## config.mk

```make
export PLATFORM = sky130hd
export DESIGN_NAME = d_ff_pipe_en
export DESIGN_NICKNAME = d
export VERILOG_FILES = /design/src/rtl/d_ff_pipe_en_pkg.sv /design/src/rtl/d_ff_pipe_en_stage.sv /design/src/rtl/d_ff_pipe_en.sv
export SDC_FILE = /design/constraint.sdc
export NUM_CORES = 1
export LEC_CHECK = 0
export BUFFER_PORTS_ARGS = -buffer_cell sky130_fd_sc_hd__buf_2
export CAP_MARGIN = 30
export CORE_AREA = 2 2 65 67
export DETAILED_ROUTE_END_ITERATION = 8
export DIE_AREA = 0 0 67 69
export SLEW_MARGIN = 20
export SYNTH_ARGS = -nofsm -noshare
export SYNTH_HDL_FRONTEND = slang
export SYNTH_SLANG_ARGS = --single-unit
```

## constraint.sdc

```tcl
create_clock -name clk -period 3.05 [get_ports clk]
set_input_delay 0.1525 -clock clk [delete_from_list [all_inputs] [get_ports clk]]
set_output_delay 0.1525 -clock clk [all_outputs]
set_load 0.02 [all_outputs]
```

## src/rtl/d_ff_pipe_en_pkg.sv

```systemverilog
// -----------------------------------------------------------------------------
// d_ff_pipe_en_pkg
//   Shared defaults and types for the d_ff_pipe_en register pipeline.
//   DEF_WIDTH / DEF_DEPTH are the default word width and stage count used by
//   the pipeline and its stage sub-module; stage_act_e names the four things a
//   single stage can do on a clock edge.
// -----------------------------------------------------------------------------
package d_ff_pipe_en_pkg;

  localparam int DEF_WIDTH = 8;
  localparam int DEF_DEPTH = 4;

  // Per-stage edge action, listed in decreasing priority: reset, clear, load, hold.
  typedef enum logic [1:0] {
    ACT_HOLD  = 2'd0,
    ACT_CLEAR = 2'd1,
    ACT_LOAD  = 2'd2,
    ACT_RESET = 2'd3
  } stage_act_e;

endpackage

```

## src/rtl/d_ff_pipe_en_stage.sv

```systemverilog
// -----------------------------------------------------------------------------
// d_ff_pipe_stage
//   One stage of the d_ff_pipe_en pipeline: a WIDTH-bit data register plus its
//   valid bit.
// Ports
//   clk       rising-edge clock
//   reset_n   synchronous active-low reset (valid=0, data=RESET_VAL)
//   load      take the upstream word/valid this edge
//   clear     drop the held word (valid=0, data holds)
//   up_valid  upstream valid bit
//   up_data   upstream data word
//   valid     registered valid bit
//   data      registered data word
// -----------------------------------------------------------------------------
module d_ff_pipe_stage
  import d_ff_pipe_en_pkg::*;
#(
  parameter int               WIDTH     = DEF_WIDTH,
  parameter logic [WIDTH-1:0] RESET_VAL = '0
) (
  input  logic             clk,
  input  logic             reset_n,
  input  logic             load,
  input  logic             clear,
  input  logic             up_valid,
  input  logic [WIDTH-1:0] up_data,
  output logic             valid,
  output logic [WIDTH-1:0] data
);

  stage_act_e act;

  // NOTE: act gets a default before the priority chain so no path leaves it
  // unassigned; otherwise a latch would be inferred.
  always_comb begin
    act = ACT_HOLD;
    if (!reset_n)   act = ACT_RESET;
    else if (clear) act = ACT_CLEAR;
    else if (load)  act = ACT_LOAD;
  end

  // NOTE: non-blocking assignments keep every stage sampling the pre-edge
  // value of its neighbour, which is what makes the words shift rather than
  // fall through the whole pipe in one edge.
  always_ff @(posedge clk) begin
    case (act)
      ACT_RESET: begin
        valid <= 1'b0;
        data  <= RESET_VAL;
      end
      ACT_CLEAR: valid <= 1'b0;
      ACT_LOAD: begin
        valid <= up_valid;
        // A bubble moving in only clears valid; the old data stays put.
        if (up_valid) data <= up_data;
      end
      default: ;
    endcase
  end

endmodule

```

## src/rtl/d_ff_pipe_en.sv

```systemverilog
// -----------------------------------------------------------------------------
// d_ff_pipe_en
//   Elastic register pipeline: DEPTH stages of WIDTH-bit registers with a
//   global enable, synchronous flush and valid/ready handshakes on both ends.
//   Empty-pipe latency is DEPTH clocks, throughput one word per clock, and
//   bubbles collapse because every stage may load whenever its downstream
//   neighbour is empty or moving.
// Ports
//   clk        rising-edge clock
//   reset_n    synchronous active-low reset
//   en         global enable, 0 freezes all state and blocks both handshakes
//   flush      drop all in-flight words on the next edge
//   in_valid   producer offers in_data
//   in_ready   pipe accepts in_data this cycle
//   in_data    input word
//   out_valid  out_data holds a valid word
//   out_ready  consumer takes out_data this cycle
//   out_data   output word (last stage register)
//   occupancy  number of valid words held
// -----------------------------------------------------------------------------
module d_ff_pipe_en
  import d_ff_pipe_en_pkg::*;
#(
  parameter int               WIDTH     = DEF_WIDTH,
  parameter int               DEPTH     = DEF_DEPTH,
  parameter logic [WIDTH-1:0] RESET_VAL = '0,
  localparam int              OCC_W     = $clog2(DEPTH + 1)
) (
  input  logic             clk,
  input  logic             reset_n,
  input  logic             en,
  input  logic             flush,
  input  logic             in_valid,
  output logic             in_ready,
  input  logic [WIDTH-1:0] in_data,
  output logic             out_valid,
  input  logic             out_ready,
  output logic [WIDTH-1:0] out_data,
  output logic [OCC_W-1:0] occupancy
);

  logic [DEPTH-1:0] valid_q;
  logic [WIDTH-1:0] data_q   [DEPTH];
  logic [DEPTH-1:0] up_valid;
  logic [WIDTH-1:0] up_data  [DEPTH];
  logic [DEPTH:0]   rdy;
  logic             in_fire;
  logic             out_fire;

  // A stage can take a word if it is empty or its own word moves on this edge;
  // the chain is evaluated from the consumer back to the producer.
  assign rdy[DEPTH] = out_ready;

  for (genvar i = 0; i < DEPTH; i++) begin : g_stage
    assign rdy[i] = ~valid_q[i] | rdy[i+1];

    if (i == 0) begin : g_head
      assign up_valid[i] = in_valid;
      assign up_data[i]  = in_data;
    end else begin : g_body
      assign up_valid[i] = valid_q[i-1];
      assign up_data[i]  = data_q[i-1];
    end

    d_ff_pipe_stage #(
      .WIDTH     (WIDTH),
      .RESET_VAL (RESET_VAL)
    ) u_stage (
      .clk      (clk),
      .reset_n  (reset_n),
      .load     (en & rdy[i]),
      .clear    (flush),
      .up_valid (up_valid[i]),
      .up_data  (up_data[i]),
      .valid    (valid_q[i]),
      .data     (data_q[i])
    );
  end

  // Both handshakes are masked during flush, while disabled and while in reset,
  // so the occupancy count only ever sees transfers that really happen.
  assign in_ready  = en & ~flush & reset_n & rdy[0];
  assign out_valid = en & ~flush & reset_n & valid_q[DEPTH-1];
  assign out_data  = data_q[DEPTH-1];

  assign in_fire  = in_valid  & in_ready;
  assign out_fire = out_valid & out_ready;

  // Simultaneous accept and deliver leave the count unchanged.
  always_ff @(posedge clk) begin
    if (!reset_n)                 occupancy <= '0;
    else if (flush)               occupancy <= '0;
    else if (in_fire & ~out_fire) occupancy <= occupancy + OCC_W'(1);
    else if (out_fire & ~in_fire) occupancy <= occupancy - OCC_W'(1);
  end

endmodule

```

# After elaboration in Yosys (flattened, before gate mapping)
# Cells that the tools add are included.
[totals]
ff_bits = 39
wordCells = 95
latch_bits = 0
mem_count = 0
mem_bits_ro = 0
mem_bits_rw = 0
[op_classes]
reduce_logical = 18
n_lt_le_gt_ge = 0
n_mul = 0
n_addsub = 2
muxes = 26
eq_ne = 16
div = 0
n_shift = 0
bitwise_logic = 24
[ops]
columns = ["cell", "n"]
rows = [
  ["case mux 8 bit (2 select lines)", 4],
  ["2-to-1 mux 8 bit", 4],
  ["2-to-1 mux 2 bit", 12],
  ["nonzero test 2 bit", 9],
  ["equality test 2 bit, second input constant", 8],
  ["AND 1 bit", 12],
  ["OR reduction 2 bit", 5],
  ["equality test 2 x 1 -> 1 bit, second input constant", 4],
  ["inequality test 2 bit, second input constant", 4],
  ["inverter 1 bit", 8],
  ["case mux 1 bit (2 select lines)", 4],
  ["AND reduction 2 bit", 4],
  ["2-to-1 mux 3 bit", 2],
  ["bitwise OR 1 bit", 4],
  ["adder 3 x 1 -> 3 bit, second input constant", 1],
  ["subtractor 3 x 1 -> 3 bit, second input constant", 1],
]

# Logic depth before layout (Yosys ltp)
# Gate-level depths: netlist of run 1.
[depth]
ltp_word = 12
ltp_mapped = 10
ltp_nobuf = 9

# Cells and area by module
# A second synthesis of run 1 with hierarchy kept.
[unflattened]
hier_cells = 116
area_unflattened_um2 = 1659.1
[by_module_without_submodules]
columns = ["mod", "cells_each", "seq_area_each_um2", "area_each_um2", "instances"]
rows = [
  ["d_ff_pipe_stage", 22, 270.3, 357.8, 4],
  ["d_ff_pipe_en", 28, 60.1, 227.7, 1],
]

# Worst setup path after synthesis of run 1
# No wires, ideal clock.
[synth_timing]
kind = "register to register"
startpoint = "register g_stage[2].u_stage.valid"
endpoint = "register occupancy[2]"
slack_ns = 0.711
stages_incl_launch_ff = 11
setup_time_ns = 0.070
period_less_slack_ns = 2.339
arrival_ns = 2.270
t_required_ns = 2.980
path_cell_list = "edfxtp_1 and4b_1 a21oi_2 buf_6 and2_1 ha_1 inv_1 fa_1 xor2_1 or3_1 a21oi_1"
[synth_via]
elab_chain_len = 9
word_cells_on_any_way = 11
cone_classes = "mux: 1; bitwise: 9; reduce/logical: 1"
[synth_lines]
columns = ["item", "line_no", "source"]
rows = [
  ["from (decl)", "d_ff_pipe_en_stage.sv:27", "output logic valid,"],
  ["from (signal assigned)", "d_ff_pipe_en_stage.sv:53", "valid <= up_valid;"],
  ["inverter 1 bit *", "d_ff_pipe_en.sv:55", "assign rdy[i] = ~valid_q[i] | rdy[i+1];"],
  ["bitwise OR 1 bit * (3 in series)", "d_ff_pipe_en.sv:55", ""],
  ["AND 1 bit *", "d_ff_pipe_en.sv:82", "assign in_ready = en & ~flush & reset_n & rdy[0];"],
  ["via in_ready", "d_ff_pipe_en.sv:34", "output logic in_ready,"],
  ["AND 1 bit *", "d_ff_pipe_en.sv:86", "assign in_fire = in_valid & in_ready;"],
  ["inverter 1 bit", "d_ff_pipe_en.sv:94", "else if (out_fire & ~in_fire) occupancy <= occupancy - OCC_W'(1);"],
  ["AND 1 bit", "d_ff_pipe_en.sv:94", ""],
  ["nonzero test 2 bit (no source line)", "-", ""],
  ["to (signal assigned)", "d_ff_pipe_en.sv:93", "else if (in_fire & ~out_fire) occupancy <= occupancy + OCC_W'(1);"],
  ["to (signal assigned)", "d_ff_pipe_en.sv:94", ""],
  ["to (decl)", "d_ff_pipe_en.sv:39", "output logic [OCC_W-1:0] occupancy"],
]
# Mark *: on every way through the listed nets, which the timed path passes. The rest lies on a longest branch.
# A chain may end at the register's enable or synchronous reset.

# Worst setup path after layout of run 1
[layout_timing]
startpoint = "register g_stage[2].u_stage.valid"
endpoint = "register occupancy[2]"
[layout_via]
elab_chain_len = 9
word_cells_on_any_way = 11
cone_classes = "mux: 1; bitwise: 9; reduce/logical: 1"
[layout_lines]
columns = ["item", "line_no"]
rows = [
  ["inverter 1 bit *", "d_ff_pipe_en.sv:55"],
  ["bitwise OR 1 bit * (3 in series)", "d_ff_pipe_en.sv:55"],
  ["AND 1 bit *", "d_ff_pipe_en.sv:82"],
  ["AND 1 bit *", "d_ff_pipe_en.sv:86"],
  ["inverter 1 bit", "d_ff_pipe_en.sv:94"],
  ["AND 1 bit", "d_ff_pipe_en.sv:94"],
  ["nonzero test 2 bit (no source line)", "-"],
]
# Mark *: on every way between the ends. The rest lies on a longest branch, timed or not.

==> reports/results.ini, run 1 <==
[critical_path]
reg2regPathDepth=9
critPathLaunch=g_stage[2].u_stage.valid
r2r_start=g_stage[2].u_stage.valid
r2r_setup_slack_ps=500
worst_setup_path_start_kind=flop
crit_path_end=occupancy[2]
crit_arrival_ps=2770
r2r_end=occupancy[2]
path_class=flop to flop
cp_max_fo=12
cp-end-kind=flop
cp.required_ps=3270

[place]
dp_slack_ps=521.0
port-buffer-count=26
place_congestion=0.7643
dp_hpwl_um=1599
placed_area_um2=1805

[timing]
rsz0062_at_grt=no
finalHoldViolCount=0
setup_tns_ps=0
skew_ps=5.772
whs_ps=140.6
clock.fmax_ghz=0.3917
slew_viol_final=0
tightestPinTransition_ps=367.6
period_minus_slack_ps=2553
setup_violations=0
finalCritPeriodShare=0.8370
relSlewSlack=0.7549
setup_slack_ps=497.1

[pwr]
vdd_ir_drop_max_uv=262.4
power_leakage_nw=0.7748
powerDensity_nw_per_um2=531.8

[clock_network]
clk_pin_slew_worst_paths_ps=70
clock-sinks=39
clockBufferDepth=2
cts_resized=0
insertion_delay_ps=280
holdBufCountCts=0
cts_tree=built
cts-root-buf=clkbuf_8
postCtsSetupRepairBufs=0
cts_max_level=2
numCtsBuffers=5

[global_route]
grt_pass1_vias=915
overflow=0
grt_max_degree=13
track_usage=0.1069
antenna_found_initial=0
grt_first_pass_wirelength_um=3643

[logic_synthesis]
synth_edf_count=36
synth_area_um2=1684
synthCells=118
yosysMostFrequentCell=and2_1
syn-num-nets=134
synth_seq_cells=39
synth.distinct_cells=24
avgSynthCellArea_um2=14.27
synth_area_leaders=edfxtp_1 64%, and2_1 14%, dfxtp_1 3.6%
synthFlopType=edfxtp_1
synth_top_area_cell=edfxtp_1
yosys_warnings=0
ys_top_cells_by_count=37 x and2_1, 36 x edfxtp_1, 8 x buf_4
async_flop_share=0
synth_top_cell_area_share=0.6419
seq_area_frac_synth=0.6776

[hold_path]
whs_path_depth=2
hp-class=input pin to flop
hold_start=in_data[4]

[die]
initial_core_util=0.4303
die_w_um=67
core_area_um2=3914
dieArea_um2=4623
die_h_um=69
io_pins=27
placementRows=23

[flow_run]
max-cap-violations=0

[route]
routed_wl_um=2111
post_drt_via_cell_ratio=4.679
drt-initial-drc-count=11
firstDrtPassIters=2
dr_total_vias=903
drtAntennaViolNets=0
route.detailed.drc=0
routedWlPerCell_um=10.94

[outcome]
status=finished, final reports clean

[finish]
fin_area_um2=1887
final_net_count=158
drive_gt1_frac=0.2797
diodes=0
area_growth_pct=12.04

-- worst min path at each step --
| stage | to | slack (ps) |
|---|---|---|
| 4_1_cts | g_stage[0].u_stage.data[2] | 130 |
| 6_report | g_stage[0].u_stage.data[4] | 140 |
| 2_1_floorplan | g_stage[0].u_stage.data[0] | 350 |
| 3_5_place_dp | g_stage[0].u_stage.data[2] | 430 |
| 5_1_grt | g_stage[0].u_stage.data[7] | 130 |
| 3_3_place_gp | g_stage[0].u_stage.data[4] | 430 |
-- through the flow --
| stage | cells | power (mW) | util |
|---|---|---|---|
| 2_1_floorplan | 118 | 0.6742 | - |
| 3_3_place_gp | 185 | 0.6878 | 0.4613 |
| 3_5_place_dp | 185 | 0.6905 | 0.4613 |
| 4_1_cts | 193 | 1.017 | 0.4821 |
| 5_1_grt | 193 | 1.046 | 0.4821 |
| 6_report | 193 | 1.003 | 0.4821 |
-- logic make-up after synthesis --
kind of cell | count (synthesis) | share of synthesized area
and+or+nand+nor | 51 | 0.1850
DFF | 39 | 0.6776
AOI/OAI and AO/OA | 12 | 0.05497
buffers and inverters | 11 | 0.04681
xor gates and xnor gates | 2 | 0.01040
adders and majority gates | 2 | 0.01932
muxes | 1 | 0.005944
-- registers in the layout (all words and copies together) (netlist names) --
name,cells
g_stage.u_stage.data,32
g_stage.u_stage.valid,4
occupancy,3
-- critical path: stages (launching register included) --
cell and delay, ps:
edfxtp_1 460, and4b_1 280, a21oi_2 350, and2_1 190, ha_1 180, inv_1 60, fa_1 370, xor2_1 150
or3_1 300, a21oi_1 150
-- layout make-up --
cell class | instances | area, um^2
Sequential cell | 39 | 1141
Inverter | 2 | 7.507
Fill cell | 373 | 2027
Multi-Input combinational cell | 68 | 464.2
Timing Repair Buffer | 26 | 130.1
Tap cell | 50 | 62.56
Clock buffer | 7 | 76.32
Clock inverter | 1 | 5.005
-- per-layer routing --
metal	track usage	part of all wire	vias up
li1	-	-	448
met1	0.09978	0.39	423
met2	0.1881	0.54	26
met3	0.05383	0.055	6
met4	0.04762	0.016	0
met5	0	0	-
-- where the power goes --
| part | switching (mW) | internal (mW) |
|---|---|---|
| registers | 0.00715 | 0.611 |
| logic | 0.0348 | 0.0243 |
| clock network | 0.166 | 0.160 |
| total | 0.208 | 0.795 |
-- placed cells by master, fill, tap and decap left out, types with 2 or more instances in the layout --
| cell | instances |
|---|---|
| nor2b_1 | 2 |
| o21ai_0 | 3 |
| dfxtp_1 | 3 |
| nand2_1 | 3 |
| a21o_1 | 2 |
| clkbuf_1 | 2 |
| buf_2 | 26 |
| xor2_1 | 2 |
| inv_1 | 2 |
| edfxtp_1 | 36 |
| a21bo_2 | 4 |
| a21oi_2 | 2 |
| clkbuf_8 | 5 |
| nor2_2 | 2 |
| nor2_1 | 2 |
| and2_1 | 37 |
(Power assumes the default switching activity.)
==> inputs of run 2 (changes only) <==
PLACE_DENSITY = 0.66   (was not set)
clock period = 2.1 ns   (was 3.05 ns; I/O delays follow)
==> run 2 against run 1 <==
  * The flow now finishes with violations (negative setup slack)
  * Sequential cell count is the same
  * Largest cell class unchanged
  * Combinational power grew 63%
  * Routed wire length grew 4.9%
  * Sequential share of layout area shrank 2.1 points
  * Critical endpoint unchanged
==> reports/results.ini, run 2 (synthesized netlist as in run 1, its figures left out) <==
[outcome]
status=finished, violations left
violations=negative setup slack

[timing]
slew_viol_final=0  ; unchanged
clock.fmax_ghz=0.4655  ; +19%
whs_ps=88.01  ; -52.60 ps
setup_violations=1  ; +1
relSlewSlack=0.7774  ; +0.02250
finalHoldViolCount=0  ; unchanged
period_minus_slack_ps=2148  ; -404.8 ps
setup_slack_ps=-48.04  ; -545.2 ps
tightestPinTransition_ps=333.2  ; -34.43 ps
finalCritPeriodShare=1.023  ; +0.1859
rsz0062_at_grt=yes
skew_ps=6.917  ; +1.145 ps

[die]
placementRows=23  ; unchanged
io_pins=27  ; unchanged
die_w_um=67  ; unchanged
dieArea_um2=4623  ; unchanged
core_area_um2=3914  ; unchanged
initial_core_util=0.4303  ; unchanged
die_h_um=69  ; unchanged

[critical_path]
cp-end-kind=flop
path_class=flop to flop
critical_path.top_delay_family=simple AND/OR/NAND/NOR gates
worstPathCellList=and4b_2 -> a21oi_2 -> and2_4 -> ha_4 -> inv_2 -> fa_2 -> xor2_1 -> or3_1 -> a21oi_2
cp_max_fo=3  ; -9
worst_path_max_delay_cell=edfxtp_1
critPathMaxStageDelay_ps=400  ; -60 ps
crit_arrival_ps=2370  ; -400 ps
path_buf_inv=1  ; unchanged
r2r_start=g_stage[3].u_stage.valid
cp.required_ps=2320  ; -950 ps
crit_top_cell=a21oi_2
critPathLaunch=g_stage[3].u_stage.valid
worst_setup_path_start_kind=flop

[place]
dp_cells=189  ; +2.2%
placed_area_um2=1854  ; +2.7%
dp_hpwl_um=1706  ; +6.7%
place_congestion=0.7082  ; -7.3%
port-buffer-count=26  ; unchanged
dp_slack_ps=-72.86  ; -593.8 ps

[finish]
regMostFlops=g_stage.u_stage.data
largest_reg_flops=32  ; unchanged
diodes=0  ; unchanged
fin_area_um2=1953  ; +3.5%
final_net_count=164  ; +3.8%
top_regs=g_stage.u_stage.data (32), g_stage.u_stage.valid (4), occupancy (3)
fin_cells=199  ; +3.1%
most-common-layout-cells=36 x and2_1, 36 x edfxtp_1, 26 x buf_2
fillers=356  ; -4.6%
drive_gt1_frac=0.3423  ; +0.06256
fin_util=0.4990  ; +0.01694
area_growth_pct=15.97

[route]
firstDrtPassIters=4  ; +2
route.detailed.drc=0  ; unchanged
drtAntennaViolNets=0  ; unchanged
dr_total_vias=901  ; -0.22%
routed_wl_um=2214  ; +4.9%
drt-initial-drc-count=23  ; +12
post_drt_via_cell_ratio=4.528  ; -3.2%
routedWlPerCell_um=11.13  ; +1.7%

[global_route]
antenna_found_initial=0  ; unchanged
grt_pass1_vias=893  ; -2.4%
overflow=0  ; unchanged
grt_max_degree=12  ; -1
track_usage=0.1158  ; +0.008847
grt_first_pass_wirelength_um=3877  ; +6.4%

[hold_path]
hp-class=input pin to flop
hold_start=in_data[0]

[clock_network]
holdBufCountCts=0  ; unchanged
numCtsBuffers=5  ; unchanged
clock-sinks=39  ; unchanged
clk_pin_slew_worst_paths_ps=70  ; about the same
clockBufferDepth=2  ; unchanged
insertion_delay_ps=290  ; about the same
cts-root-buf=clkbuf_8
cts_max_level=2  ; unchanged
cts_tree=built

[pwr]
power_leakage_nw=0.8041  ; +3.8%
powerDensity_nw_per_um2=746.9  ; +40%
vdd_ir_drop_max_uv=453.3  ; +73%

[flow_run]
max-cap-violations=0  ; unchanged

-- run 2: final timing paths --
check	endpoint	slack, ps	cells past startpoint
setup / recovery	occupancy[2]	-50	9
setup reg to reg	occupancy[2]	-50	9
hold / removal	g_stage[0].u_stage.data[0]	90	2
hold reg to reg	g_stage[1].u_stage.data[1]	520	1
-- run 2: power by group --
group,internal (mW),switching (mW)
logic,0.0418,0.0540
clock network,0.236,0.231
registers,0.887,0.00929
-- run 2: layout make-up --
| type | instances | area, um^2 | area share |
|---|---|---|---|
| clock buffer | 8 | 80.08 | 0.04100 |
| inverter | 2 | 7.507 | 0.003844 |
| multi-input combinational | 68 | 486.7 | 0.2492 |
| sequential | 39 | 1141 | 0.5842 |
| tap | 50 | 62.56 | 0.03203 |
| timing repair buffer | 32 | 175.2 | 0.08969 |
-- run 2: per-stage QoR --
step	total power [mW]	TNS, ps
after floorplan	0.9808	-154.4
final	1.459	-48.04
after global placement	1.004	0
after CTS	1.480	-60.45
after detailed placement	1.008	-72.86
after global routing	1.525	-159.6
-- run 2: repair_timing --
action	4_1_cts	5_1_grt
setup endpoints to repair	1	1
gates resized for setup	1	1
setup buffers	1	1
pin swaps	1	1
-- run 2: routing by layer --
metal  GRT usage  vias up  wire (um)
li1            -      459          -
met2      0.1903       26       1179
met4     0.06122        0         59
met3     0.05383        6        148
met1      0.1196      410        826
met5           0        -          0
==> inputs of run 3 (changes only) <==
PLACE_DENSITY = not set   (was 0.66)
clock period = 2.75 ns   (was 2.1 ns; I/O delays follow)
==> run 3 against run 2 <==
  * Fmax down 6.6%
  * The run now ends clean
  * Clock skew down 2.5 ps
  * Via count decreased by 3.4%
==> reports/results.ini, run 3 (synthesized netlist as in run 1, its figures left out) <==
[global_route]
busiest_layer=met2
grt_use_met2=0.1650  ; -0.02530
antenna_found_initial=0  ; unchanged
use_met3=0.03915  ; -0.01468
grt_max_degree=13  ; +1
use_met1=0.1180  ; -0.001600
grt_first_pass_wirelength_um=3622  ; -6.6%
overflow=0  ; unchanged
track_usage=0.1045  ; -0.01128
grt_pass1_vias=814  ; -8.8%

[die]
placementRows=23  ; unchanged
initial_core_util=0.4303  ; unchanged
dieArea_um2=4623  ; unchanged
die_h_um=69  ; unchanged
core_area_um2=3914  ; unchanged
io_pins=27  ; unchanged
die_w_um=67  ; unchanged

[critical_path]
cp.required_ps=2970  ; +650 ps
worstPathCellList=and4b_1 -> a21oi_2 -> and2_1 -> ha_1 -> inv_1 -> fa_1 -> xor2_1 -> or3_1 -> a21oi_1
r2r_start=g_stage[2].u_stage.valid
r2r_end=occupancy[2]
path_class=flop to flop
cp-end-kind=flop
critical_path.top_delay_family=simple AND/OR/NAND/NOR gates
worst_path_max_delay_cell=edfxtp_1
crit_arrival_ps=2520  ; +150 ps
r2r_setup_slack_ps=450  ; +500 ps
cp_max_fo=5  ; +2
critPathMaxStageDelay_ps=450  ; +50 ps
path_buf_inv=1  ; unchanged
reg2regPathDepth=9  ; unchanged
worst_setup_path_start_kind=flop

[finish]
most-common-layout-cells=37 x and2_1, 36 x edfxtp_1, 26 x buf_2
final_net_count=159  ; -3.0%
largest_reg_flops=32  ; unchanged
diodes=0  ; unchanged
top_regs=g_stage.u_stage.data (32), g_stage.u_stage.valid (4), occupancy (3)
fin_area_um2=1946  ; -0.38%
drive_gt1_frac=0.2917  ; -0.05062
regMostFlops=g_stage.u_stage.data
mostFrequentLayoutCell=and2_1
area_growth_pct=15.53
fillers=372  ; +4.5%

[clock_network]
cts_tree=built
numCtsBuffers=5  ; unchanged
insertion_delay_ps=280  ; about the same
cts_resized=0  ; -1
cts-root-buf=clkbuf_8
clk_pin_slew_worst_paths_ps=70  ; about the same
cts_max_level=2  ; unchanged
clockBufferDepth=2  ; unchanged
clock-sinks=39  ; unchanged
postCtsSetupRepairBufs=0  ; -1
holdBufCountCts=0  ; unchanged

[timing]
clock.fmax_ghz=0.4350  ; -6.6%
finalHoldViolCount=0  ; unchanged
rsz0062_at_grt=no
tightestPinTransition_ps=335.7  ; +2.512 ps
setup_violations=0  ; -1
slew_viol_final=0  ; unchanged
relSlewSlack=0.7757  ; -0.001677
skew_ps=4.442  ; -2.475 ps
period_minus_slack_ps=2299  ; +150.6 ps
setup_tns_ps=0  ; +48.04 ps
whs_ps=123.8  ; +35.79 ps
finalCritPeriodShare=0.8359  ; -0.1870

[hold_path]
hold_start=in_data[1]
hp-class=input pin to flop
hold_end=g_stage[0].u_stage.data[1]
whs_path_depth=2  ; unchanged

[place]
place_congestion=0.7300  ; +3.1%
dp_hpwl_um=1594  ; -6.6%
placed_area_um2=1813  ; -2.2%
port-buffer-count=26  ; unchanged

[route]
firstDrtPassIters=4  ; unchanged
routedWlPerCell_um=10.75  ; -3.4%
routed_wl_um=2086  ; -5.8%
dr_total_vias=870  ; -3.4%
drtAntennaViolNets=0  ; unchanged
post_drt_via_cell_ratio=4.485  ; -0.95%
drt-initial-drc-count=35  ; +52%
route.detailed.drc=0  ; unchanged

[pwr]
powerDensity_nw_per_um2=670.5  ; -10%
vdd_ir_drop_max_uv=325.8  ; -28%
power_leakage_nw=0.8033  ; -0.11%

[outcome]
status=finished, final reports clean

[flow_run]
max-cap-violations=0  ; unchanged

[run 3: metrics by stage]
stage,cells,setup slack (ps),power [mW],utilization
CTS,194,432.9,1.320,0.4971
global placement,186,529.3,0.7637,0.4632
floorplan,118,410.5,0.7478,-
global route,194,329.8,1.353,0.4971
finish,194,451.4,1.305,0.4971
detailed placement,186,465.8,0.7673,0.4632
[run 3: layout make-up]
cell class / instances / area [um^2] / share of cell area
flip-flops and latches: 39 / 1141 / 0.5865
multi-input cells: 68 / 464.2 / 0.2386
repair buffers: 27 / 137.6 / 0.07074
clock buffers: 6 / 72.57 / 0.03730
well taps: 50 / 62.56 / 0.03215
clock inverters: 2 / 60.06 / 0.03087
inverters: 2 / 7.507 / 0.003859
[run 3: worst max path at each step]
| stage | startpoint | to | slack, ps | cells after the start |
|---|---|---|---|---|
| floorplan | g_stage[2].u_stage.valid | occupancy[2] | 410 | 10 |
| global placement | g_stage[2].u_stage.valid | occupancy[2] | 530 | 9 |
| detailed placement | g_stage[2].u_stage.valid | occupancy[2] | 470 | 9 |
| CTS | g_stage[2].u_stage.valid | occupancy[2] | 430 | 9 |
| global route | g_stage[2].u_stage.valid | occupancy[2] | 330 | 9 |
| finish | g_stage[2].u_stage.valid | occupancy[2] | 450 | 9 |
[run 3: worst register-to-register path, cell delays in order (launching register included)]
cell and delay (ps):
edfxtp_1 450, and4b_1 270, a21oi_2 170, and2_1 140
ha_1 180, inv_1 60, fa_1 370, xor2_1 150
or3_1 300, a21oi_1 140
[run 3: where the power goes]
part | leakage (nW) | switching (mW) | total (mW) | internal [mW]
combinational | 0.340 | 0.0391 | 0.0668 | 0.0277
sequential | 0.398 | 0.00793 | 0.685 | 0.677
clock | 0.0654 | 0.190 | 0.552 | 0.363
[run 3: layer usage]
| metal | share of wire | vias up |
|---|---|---|
| met5 | 0 | - |
| li1 | - | 451 |
| met3 | 0.052 | 5 |
| met2 | 0.51 | 22 |
| met4 | 0.023 | 0 |
| met1 | 0.41 | 392 |
